<file path="src/rtl/ps2_pkg.sv">
`default_nettype none
// ============================================================================
// Module      : ps2_pkg
// Description : Shared types and constants for the PS/2 device-to-host receiver.
// Revision    : 1.0 - initial release
// ============================================================================
package ps2_pkg;

    typedef enum logic [1:0] {IDLE, DATA, PARITY, STOP} ps2_rx_state_t;

    typedef enum logic [1:0] {ERR_NONE, ERR_PARITY, ERR_STOP, ERR_TIMEOUT} ps2_err_t;

    localparam int PS2_FRAME_BITS = 11;

endpackage
`default_nettype wire

</file>
<file path="src/rtl/ps2_in_filter.sv">
`default_nettype none
// ============================================================================
// Module      : ps2_in_filter
// Description : Pin synchroniser followed by a persistence-count glitch filter.
// Revision    : 1.0 - initial release
// ============================================================================
module ps2_in_filter #(
    parameter int SYNC_STAGES   = 2,
    parameter int GLITCH_CYCLES = 8
) (
    input  logic clk,
    input  logic rst,
    input  logic i_pin,
    output logic o_level
);

    localparam int              c_CW       = $clog2(GLITCH_CYCLES + 1);
    localparam logic [c_CW-1:0] c_CNT_LAST = c_CW'(GLITCH_CYCLES - 1);

    logic [SYNC_STAGES-1:0] r_sync;
    logic [c_CW-1:0]        r_cnt;
    logic                   r_level;

    // Everything resets to the idle-high bus level so release makes no edge.
    always_ff @(posedge clk or posedge rst) begin
        if (rst) begin
            r_sync  <= '1;
            r_cnt   <= '0;
            r_level <= 1'b1;
        end else begin
            r_sync <= {r_sync[SYNC_STAGES-2:0], i_pin};
            if (r_sync[SYNC_STAGES-1] == r_level) begin
                r_cnt <= '0;
            end else if (r_cnt == c_CNT_LAST) begin
                r_level <= r_sync[SYNC_STAGES-1];
                r_cnt   <= '0;
            end else begin
                r_cnt <= r_cnt + c_CW'(1);
            end
        end
    end

    assign o_level = r_level;

endmodule
`default_nettype wire

</file>
<file path="src/rtl/ps2_rx.sv">
`default_nettype none
// ============================================================================
// Module      : ps2_rx
// Description : PS/2 device-to-host frame receiver with error classification.
// Revision    : 1.0 - initial release
// ============================================================================
module ps2_rx
    import ps2_pkg::*;
#(
    parameter int CLK_HZ        = 50_000_000,
    parameter int TIMEOUT_US    = 2000,
    parameter int SYNC_STAGES   = 2,
    parameter int GLITCH_CYCLES = 8
) (
    input  logic       CLOCK_50,
    input  logic       RESET,
    input  logic       PS2_CLK,
    input  logic       PS2_DAT,
    output logic [7:0] rx_data,
    output logic       rx_valid,
    output logic       rx_err,
    output logic [1:0] err_code,
    output logic       busy
);

    localparam int              c_DATA_BITS = PS2_FRAME_BITS - 3;
    localparam logic [2:0]      c_LAST_BIT  = 3'(c_DATA_BITS - 1);
    localparam int              c_TCYC      = CLK_HZ / 1_000_000 * TIMEOUT_US;
    localparam int              c_TW        = $clog2(c_TCYC + 1);
    localparam logic [c_TW-1:0] c_TCYC_V    = c_TW'(c_TCYC);

    logic w_clk_f, w_dat, w_fall;
    logic r_clk_prev;

    ps2_rx_state_t   r_state, w_state_next;
    logic [2:0]      r_bit_cnt;
    logic [7:0]      r_shift;
    logic            r_perr;
    logic [c_TW-1:0] r_tcnt;
    logic [7:0]      r_rx_data;
    logic            r_rx_valid, r_rx_err;
    ps2_err_t        r_err_code;

    logic w_timeout, w_bit_clr, w_shift_en, w_perr_ld, w_emit;

    ps2_in_filter #(.SYNC_STAGES(SYNC_STAGES), .GLITCH_CYCLES(GLITCH_CYCLES)) u_clk_filt (
        .clk     (CLOCK_50),
        .rst     (RESET),
        .i_pin   (PS2_CLK),
        .o_level (w_clk_f)
    );

    ps2_in_filter #(.SYNC_STAGES(SYNC_STAGES), .GLITCH_CYCLES(GLITCH_CYCLES)) u_dat_filt (
        .clk     (CLOCK_50),
        .rst     (RESET),
        .i_pin   (PS2_DAT),
        .o_level (w_dat)
    );

    assign w_fall = r_clk_prev & ~w_clk_f;

    always_ff @(posedge CLOCK_50 or posedge RESET) begin
        if (RESET) r_state <= IDLE;
        else       r_state <= w_state_next;
    end

    // A timeout overrides any fall seen in the same cycle.
    always_comb begin
        w_state_next = r_state;
        w_bit_clr    = 1'b0;
        w_shift_en   = 1'b0;
        w_perr_ld    = 1'b0;
        w_emit       = 1'b0;
        w_timeout    = (r_state != IDLE) && (r_tcnt == c_TCYC_V);
        if (w_timeout) begin
            w_state_next = IDLE;
        end else if (w_fall) begin
            case (r_state)
                IDLE: begin
                    if (!w_dat) begin
                        w_state_next = DATA;
                        w_bit_clr    = 1'b1;
                    end
                end
                DATA: begin
                    w_shift_en = 1'b1;
                    if (r_bit_cnt == c_LAST_BIT) w_state_next = PARITY;
                end
                PARITY: begin
                    w_perr_ld    = 1'b1;
                    w_state_next = STOP;
                end
                STOP: begin
                    w_emit       = 1'b1;
                    w_state_next = IDLE;
                end
                default: w_state_next = IDLE;
            endcase
        end
    end

    always_ff @(posedge CLOCK_50 or posedge RESET) begin
        if (RESET) begin
            r_clk_prev <= 1'b1;
            r_bit_cnt  <= '0;
            r_shift    <= '0;
            r_perr     <= 1'b0;
            r_tcnt     <= '0;
            r_rx_data  <= '0;
            r_rx_valid <= 1'b0;
            r_rx_err   <= 1'b0;
            r_err_code <= ERR_NONE;
        end else begin
            r_clk_prev <= w_clk_f;
            r_rx_valid <= 1'b0;
            r_rx_err   <= 1'b0;

            if (w_bit_clr)       r_bit_cnt <= '0;
            else if (w_shift_en) r_bit_cnt <= r_bit_cnt + 3'd1;

            if (w_shift_en) r_shift <= {w_dat, r_shift[7:1]};
            // Odd parity: the eight data bits plus parity must hold an odd count of ones.
            if (w_perr_ld)  r_perr  <= ~(^{r_shift, w_dat});

            if (w_fall || r_state == IDLE) r_tcnt <= '0;
            else if (r_tcnt != c_TCYC_V)   r_tcnt <= r_tcnt + c_TW'(1);

            if (w_timeout) begin
                r_rx_err   <= 1'b1;
                r_err_code <= ERR_TIMEOUT;
            end else if (w_emit) begin
                if (r_perr) begin
                    r_rx_err   <= 1'b1;
                    r_err_code <= ERR_PARITY;
                end else if (!w_dat) begin
                    r_rx_err   <= 1'b1;
                    r_err_code <= ERR_STOP;
                end else begin
                    r_rx_valid <= 1'b1;
                    r_rx_data  <= r_shift;
                    r_err_code <= ERR_NONE;
                end
            end
        end
    end

    assign rx_data  = r_rx_data;
    assign rx_valid = r_rx_valid;
    assign rx_err   = r_rx_err;
    assign err_code = r_err_code;
    assign busy     = (r_state != IDLE);

endmodule
`default_nettype wire

</file>
<file path="config.mk">
export PLATFORM = sky130hd
export DESIGN_NAME = ps2_rx
export DESIGN_NICKNAME = d
export VERILOG_FILES = /design/src/rtl/ps2_pkg.sv /design/src/rtl/ps2_in_filter.sv /design/src/rtl/ps2_rx.sv
export SDC_FILE = /design/constraint.sdc
export NUM_CORES = 1
export LEC_CHECK = 0
export ABC_AREA = 1
export CAP_MARGIN = 20
export CORE_ASPECT_RATIO = 2
export CORE_MARGIN = 1.5
export CORE_UTILIZATION = 40
export CTS_CLUSTER_SIZE = 14
export DETAILED_ROUTE_END_ITERATION = 16
export GPL_TIMING_DRIVEN = 0
export PLACE_DENSITY_LB_ADDON = 0.08
export SLEW_MARGIN = 30
export SYNTH_ARGS = -nofsm -noshare
export SYNTH_HDL_FRONTEND = slang
export SYNTH_SLANG_ARGS = --single-unit
export TNS_END_PERCENT = 50
</file>
<file path="constraint.sdc">
create_clock -name CLOCK_50 -period 2.5 [get_ports CLOCK_50]
set_clock_uncertainty 0.1 [all_clocks]
set_input_delay 0.5 -clock CLOCK_50 [delete_from_list [all_inputs] [get_ports CLOCK_50]]
set_output_delay 0.5 -clock CLOCK_50 [all_outputs]
set_load 0.05 [all_outputs]
</file>
Word level (Yosys, flattened, before mapping) --
Index checks and enable logic that the tools add are counted.
Cells by class: equality and inequality tests 12, shifts and indexed selects 0, multiplexer cells 37, bitwise logic cells 7, add/sub/neg operators 4, $lt $le $gt $ge 0, reductions and logical operators 13, divide/modulo/power cells 0, $mul 0
Operator list (number):
- 17-bit 2-to-1 mux | 2
- 1-bit 2-to-1 mux | 20
- 17-bit by 1-bit adder with 17-bit output, second input constant | 1
- 17-bit equality test, second input constant | 1
- 17-bit != test, second input constant | 1
- 2-bit 2-to-1 mux | 8
- 4-bit 2-to-1 mux | 4
- 2-bit nonzero test | 5
- 9-bit parity | 1
- 4-bit by 1-bit adder with 4-bit output, second input constant | 2
- 4-bit by 3-bit equality test with 1-bit output, second input constant | 2
- 2-bit one-hot mux with 4 select lines | 1
- 3-bit 2-to-1 mux | 2
- 3-bit != test, second input constant | 2
- 1-bit NOT | 6
- 2-bit equality test, second input constant | 2
- 2-bit AND reduction | 2
- 4-bit AND reduction | 1
- 3-bit by 1-bit adder with 3-bit output, second input constant | 1
- 3-bit equality test, second input constant | 1
- 3-bit AND reduction | 1
- 1-bit equality test | 2
- 2-bit by 1-bit equality test with 1-bit output, second input constant | 1
- 2-bit zero test | 1
- 3 further kinds | 3
Storage, ports and cells: flip-flop bits (word level) 58, latch bits 0, memory bits (writable) 0, bits in read-only memories 0, word-level logic and storage cells 89, memories 0, output and inout port bits 13, input port bits 4

Depth between registers and ports, before layout --
depth after elaboration 6, gate-level depth with buffers 10, mapped depth without buffers 10

Cells and area by module --
Synthesis repeated with hierarchy kept, for this count alone.
Unflattened totals: cell total of the unflattened synthesis 363, area, all modules 2964.1 um^2
By module, submodules not included:
- ps2_rx | seq. area each 1102.3 um^2, area each 2393.5 um^2, cells each 303, times used 1
- ps2_in_filter | seq. area each 178.9 um^2, area each 285.3 um^2, cells each 30, times used 2

Worst setup path after synthesis --
Ideal clock, no wire load.
kind reg-to-reg, start point register r_state[0], end point register r_state[0], data arrival time 1532 ps, clock period less this slack 1745 ps, stages on the path, launching flop included 9, path buffers 0, data required time 2287 ps, path slack 755 ps, library setup time 113 ps, cell sequence dfrtp_1 > inv_1 > ha_1 > inv_1 > o221ai_1 > nand2_1 > o21ai_0 > nand2_1 > inv_1
Between the ends: longest elaborated chain between the ends 4, elaborated cells on any way between the ends 13, those cells by class eq/ne (5); mux (3); reduce/logical (5)
RTL lines:
- from (decl) | line ps2_rx.sv:35 | ps2_rx_state_t r_state, w_state_next;
- from (signal assigned) | line ps2_rx.sv:64 | else r_state <= w_state_next;
- 2-bit nonzero test *
- net busy | line ps2_rx.sv:23 | output logic busy
- 1-bit logical AND * | line ps2_rx.sv:74 | w_timeout = (r_state != IDLE) && (r_tcnt == c_TCYC_V);
- 3-bit != test (no source line) / 2-bit nonzero test (equally long branches)
- 3-bit AND reduction (no source line)
Mark *: on every way through the listed nets, which the timed path passes. The rest lies on a longest branch. The select of a mux whose other input is x is not followed. A chain may end at the register's enable or synchronous reset.

Final worst setup path --
start point register r_state[0], end point output port busy
Between the ends: longest elaborated chain between the ends 1
RTL lines:
- 2-bit nonzero test | line ps2_rx.sv:151 | assign busy = (r_state != IDLE);
- to (decl) | line ps2_rx.sv:23
No other way between the ends.

==> results.md <==
* Post-CTS setup buffer count at 0
* Post-detailed-route DRC marker count at 0
* Synth Area in Simple Gates at 28.2%
* Antenna diode instance count at 0
* Placed Cells at 441
* Clk buf depth at 2
* Worst-margin pin slew at 0.521 ns
* Fraction of the mapped netlist area in adder cells at 4.75%
* Slew Viols, Final at 0
* Final Instance Area at 3470 µm²
* DIE AREA at 7790 µm²
* First-pass GRT wire length at 10.1 mm
* Fin crit period at 2.38 ns
* Synth Instances at 334
* Routed wire per std cell at 13.3 µm
* Post-Place Setup Slack at 0.177 ns
* Highest clock rate at 420 MHz
* Crit path launch type: flop
* Net Sw Frac at 33.1%
* Xor/xnor share of the synthesized area at 3.63%
* Synth cell types at 33
* Via-to-Cell Ratio at 4.84
* Syn Nets at 349
* Total Nets Final at 377
* Total GRT Usage at 17.4%
* Area Overhead vs Synth at 19.9%
* Async S/R FF share, synth at 100%
* Fin. Hold Viols at 0
* Main combinational cell family by area after synthesis: simple AND/OR/NAND/NOR gates
* Io pins at 17
* GPL Wtd Cong at 0.755
* Starting density of the core at 41.4%
* Antenna violations before repair at 0
* Mapped Area at 2900 µm²
* CTS tree: done
* Flop pwr share at 39.1%
* Share of layout cells above drive strength 1 at 12.8%
* YS warnings at 0
* Avg Cell Area, Syn at 8.67 µm²
* CTS Buf Count at 9
* Unrepaired setup endpoints after global routing: no
* Initial drt markers at 92
* Port bufs at 16
* CTS Sinks at 58
* Die W at 63.2 µm
* Row cnt at 43
* Sequential share of the synthesized area at 50.4%
* Clock power share at 36.0%
* Pwr per Cell Area at 887 nW/µm²
* Non-Filler Instances at 457
* Total wire length at 6.07 mm
* Die height at 123 µm
* Core outline area at 6990 µm²
* Period utilization at 95.2%
* Clk slew on worst S/H paths at 0.05 ns
* Final Worst Setup Slack at 0.121 ns
* Worst path arrival time at 1.78 ns
* Final setup vio count at 0
* TNS Setup at 0 ns
* Hold_buf cts at 0
* Hpwl dp at 4.48 mm
* Crit end category: primary output
* Compound-Gate Fraction of Synth Area at 5.32%
* Combinational Power Share at 24.9%
* Pin count of the biggest net entering global routing at 42
* Flops & latches, synth at 58
* Top FF cell, synth: dfrtp_1
* Total internal power at 2.06 mW
* GRT overflow at 0
* Antenna viol nets, final at 0
* Maximum vdd drop at 0.000498 V
* P_sw at 1.02 mW
* Clk root buf: clkbuf_16
* Number of flops mapped to enable cells by yosys at 0
* Setup CP Type: reg -> out
* Slew Limit Headroom at 65.4%
* Clk_lat worst skew at 0.33 ns
* Vias in the first global route at 2241
* Critical Path RT at 1.90 ns
* Vias at 2210
* Leakage power at 1.67 nW
* Dpl cell area at 3200 µm²
* CP max FO at 4
* Final Util at 49.6%
* Hold Crit Class: reg -> reg
* DRT Pass-1 Iters at 4
* Outcome: complete, no violations
* H-tree depth at 3
* Mux contribution to synthesized area at 0.389%
* Maxcap violations at 0
[layout make-up]
class | instances | area (µm²)
sequential | 58 | 1460
timing repair buffer | 17 | 186
inverter | 48 | 183
tap | 90 | 113
buffer | 5 | 31.3
multi-input combinational | 223 | 1220
clock inverter | 3 | 15.0
fill | 688 | 3520
clock buffer | 13 | 260
[power groups by stage]
stage	Sequential [mW]	Clock [mW]	Combinational (mW)
2_1_floorplan	1.24	0	0.541
4_1_cts	1.21	1.15	0.785
6_report	1.20	1.11	0.767
5_1_grt	1.22	1.19	0.877
3_3_place_gp	1.21	0	0.766
3_5_place_dp	1.22	0	0.788
[Yosys cell counts (3+ instances only)]
library cell  count  area [µm²]
nand3_2           4        40.0
nor2_4            3        33.8
dfstp_2           7         184
dfrtp_1          51        1280
nand3b_1          4        30.0
a21oi_1          11        55.1
ha_1             11         138
nand4_1          12        75.1
nand2_1          82         308
xor2_1            7        61.3
nor3_1            5        25.0
nand3_1          22         110
inv_1            46         173
o21ai_0          11        55.1
buf_2             4        20.0
nor2_2            7        43.8
xnor2_1           5        43.8
nor2_1           27         101
[worst max-delay path: stages (launching register included)]
cell and delay (ns):
dfrtp_1 0.41, inv_1 0.10, ha_1 0.24, inv_1 0.13
dlygate4sd2_1 0.57
[repair_timing]
action                                  in CTS  in global routing
resized for setup                            1                  0
endpoints found under the hold margin        0                  0
endpoints found under the setup margin       1                  0
[per-stage QoR]
step                hold WS (ns)  total power [mW]
global route               0.251              3.28
global placement           0.246              1.98
detailed placement         0.247              2.01
finish                     0.249              3.08
floorplan                  0.245              1.78
CTS                        0.253              3.14
[layout by cell type (no fill, tap or decap), types with 2 or more instances in the layout]
cell type        Yosys  layout
dfstp_2              7       7
buf_2                4       4
ha_1                11      11
dfrtp_1             51      51
clkinv_2             0       3
nor3_1               5       5
clkbuf_1             0       2
nor2_2               7       7
xor2_1               7       7
nand2_1             82      82
nor2_1              27      27
nand4_1             12      12
nor2_4               3       3
nand3_1             22      22
nand3_2              4       4
clkbuf_16            0       9
nand3b_1             4       4
o21ai_0             11      11
clkbuf_8             0       2
inv_1               46      45
clkdlybuf4s50_1      0      15
xnor2_1              5       5
a21oi_1             11      11
[routing by layer]
metal	up-vias	routed length, µm	GRT usage [%]	part of all wire (%)
met5	-	0	0	0
met4	0	149	8.06	2.5
met3	12	161	4.91	2.7
met2	23	3470	33.2	57
met1	1046	2300	16.9	38
li1	1129	-	-	-
[state kept, by name (all words and copies together), names as in the netlist, 2 cells and up]
| signal | flops |
|---|---|
| err_code | 2 |
| r_bit_cnt | 3 |
| r_shift | 8 |
| r_state | 2 |
| r_tcnt | 17 |
| rx_data | 8 |
| u_clk_filt.r_cnt | 4 |
| u_clk_filt.r_sync | 2 |
| u_dat_filt.r_cnt | 4 |
| u_dat_filt.r_sync | 2 |
[final timing paths]
path,slack [ns],end,start,depth (start not counted)
setup / recovery,0.12,busy,r_state[0]$_DFFE_PP0P_,4
hold / removal,0.25,u_clk_filt.r_sync[1]$_DFF_PP1_,u_clk_filt.r_sync[0]$_DFF_PP1_,0
setup reg to reg,0.67,rx_data[2]$_DFFE_PP0P_,u_dat_filt.o_level$_DFFE_PP1P_,5
hold reg to reg,0.25,u_clk_filt.r_sync[1]$_DFF_PP1_,u_clk_filt.r_sync[0]$_DFF_PP1_,0
max in group asynchronous,1.38,u_dat_filt.r_sync[0]$_DFF_PP1_,RESET,3
min in group asynchronous,0.37,u_clk_filt.r_cnt[1]$_DFF_PP0_,RESET,2
[cell families (layout without fill, tap and decap cells)]
family,count (synthesis),in the layout
XOR/XNOR,12,12
buffers and inverters,53,86
AO/OA/AOI/OAI,28,28
flip-flops,58,58
multiplexers,1,1
adder cells (fa/ha/maj),11,11
AND/OR/NAND/NOR,171,171
No activity file was read; power rests on OpenSTA's default activity.
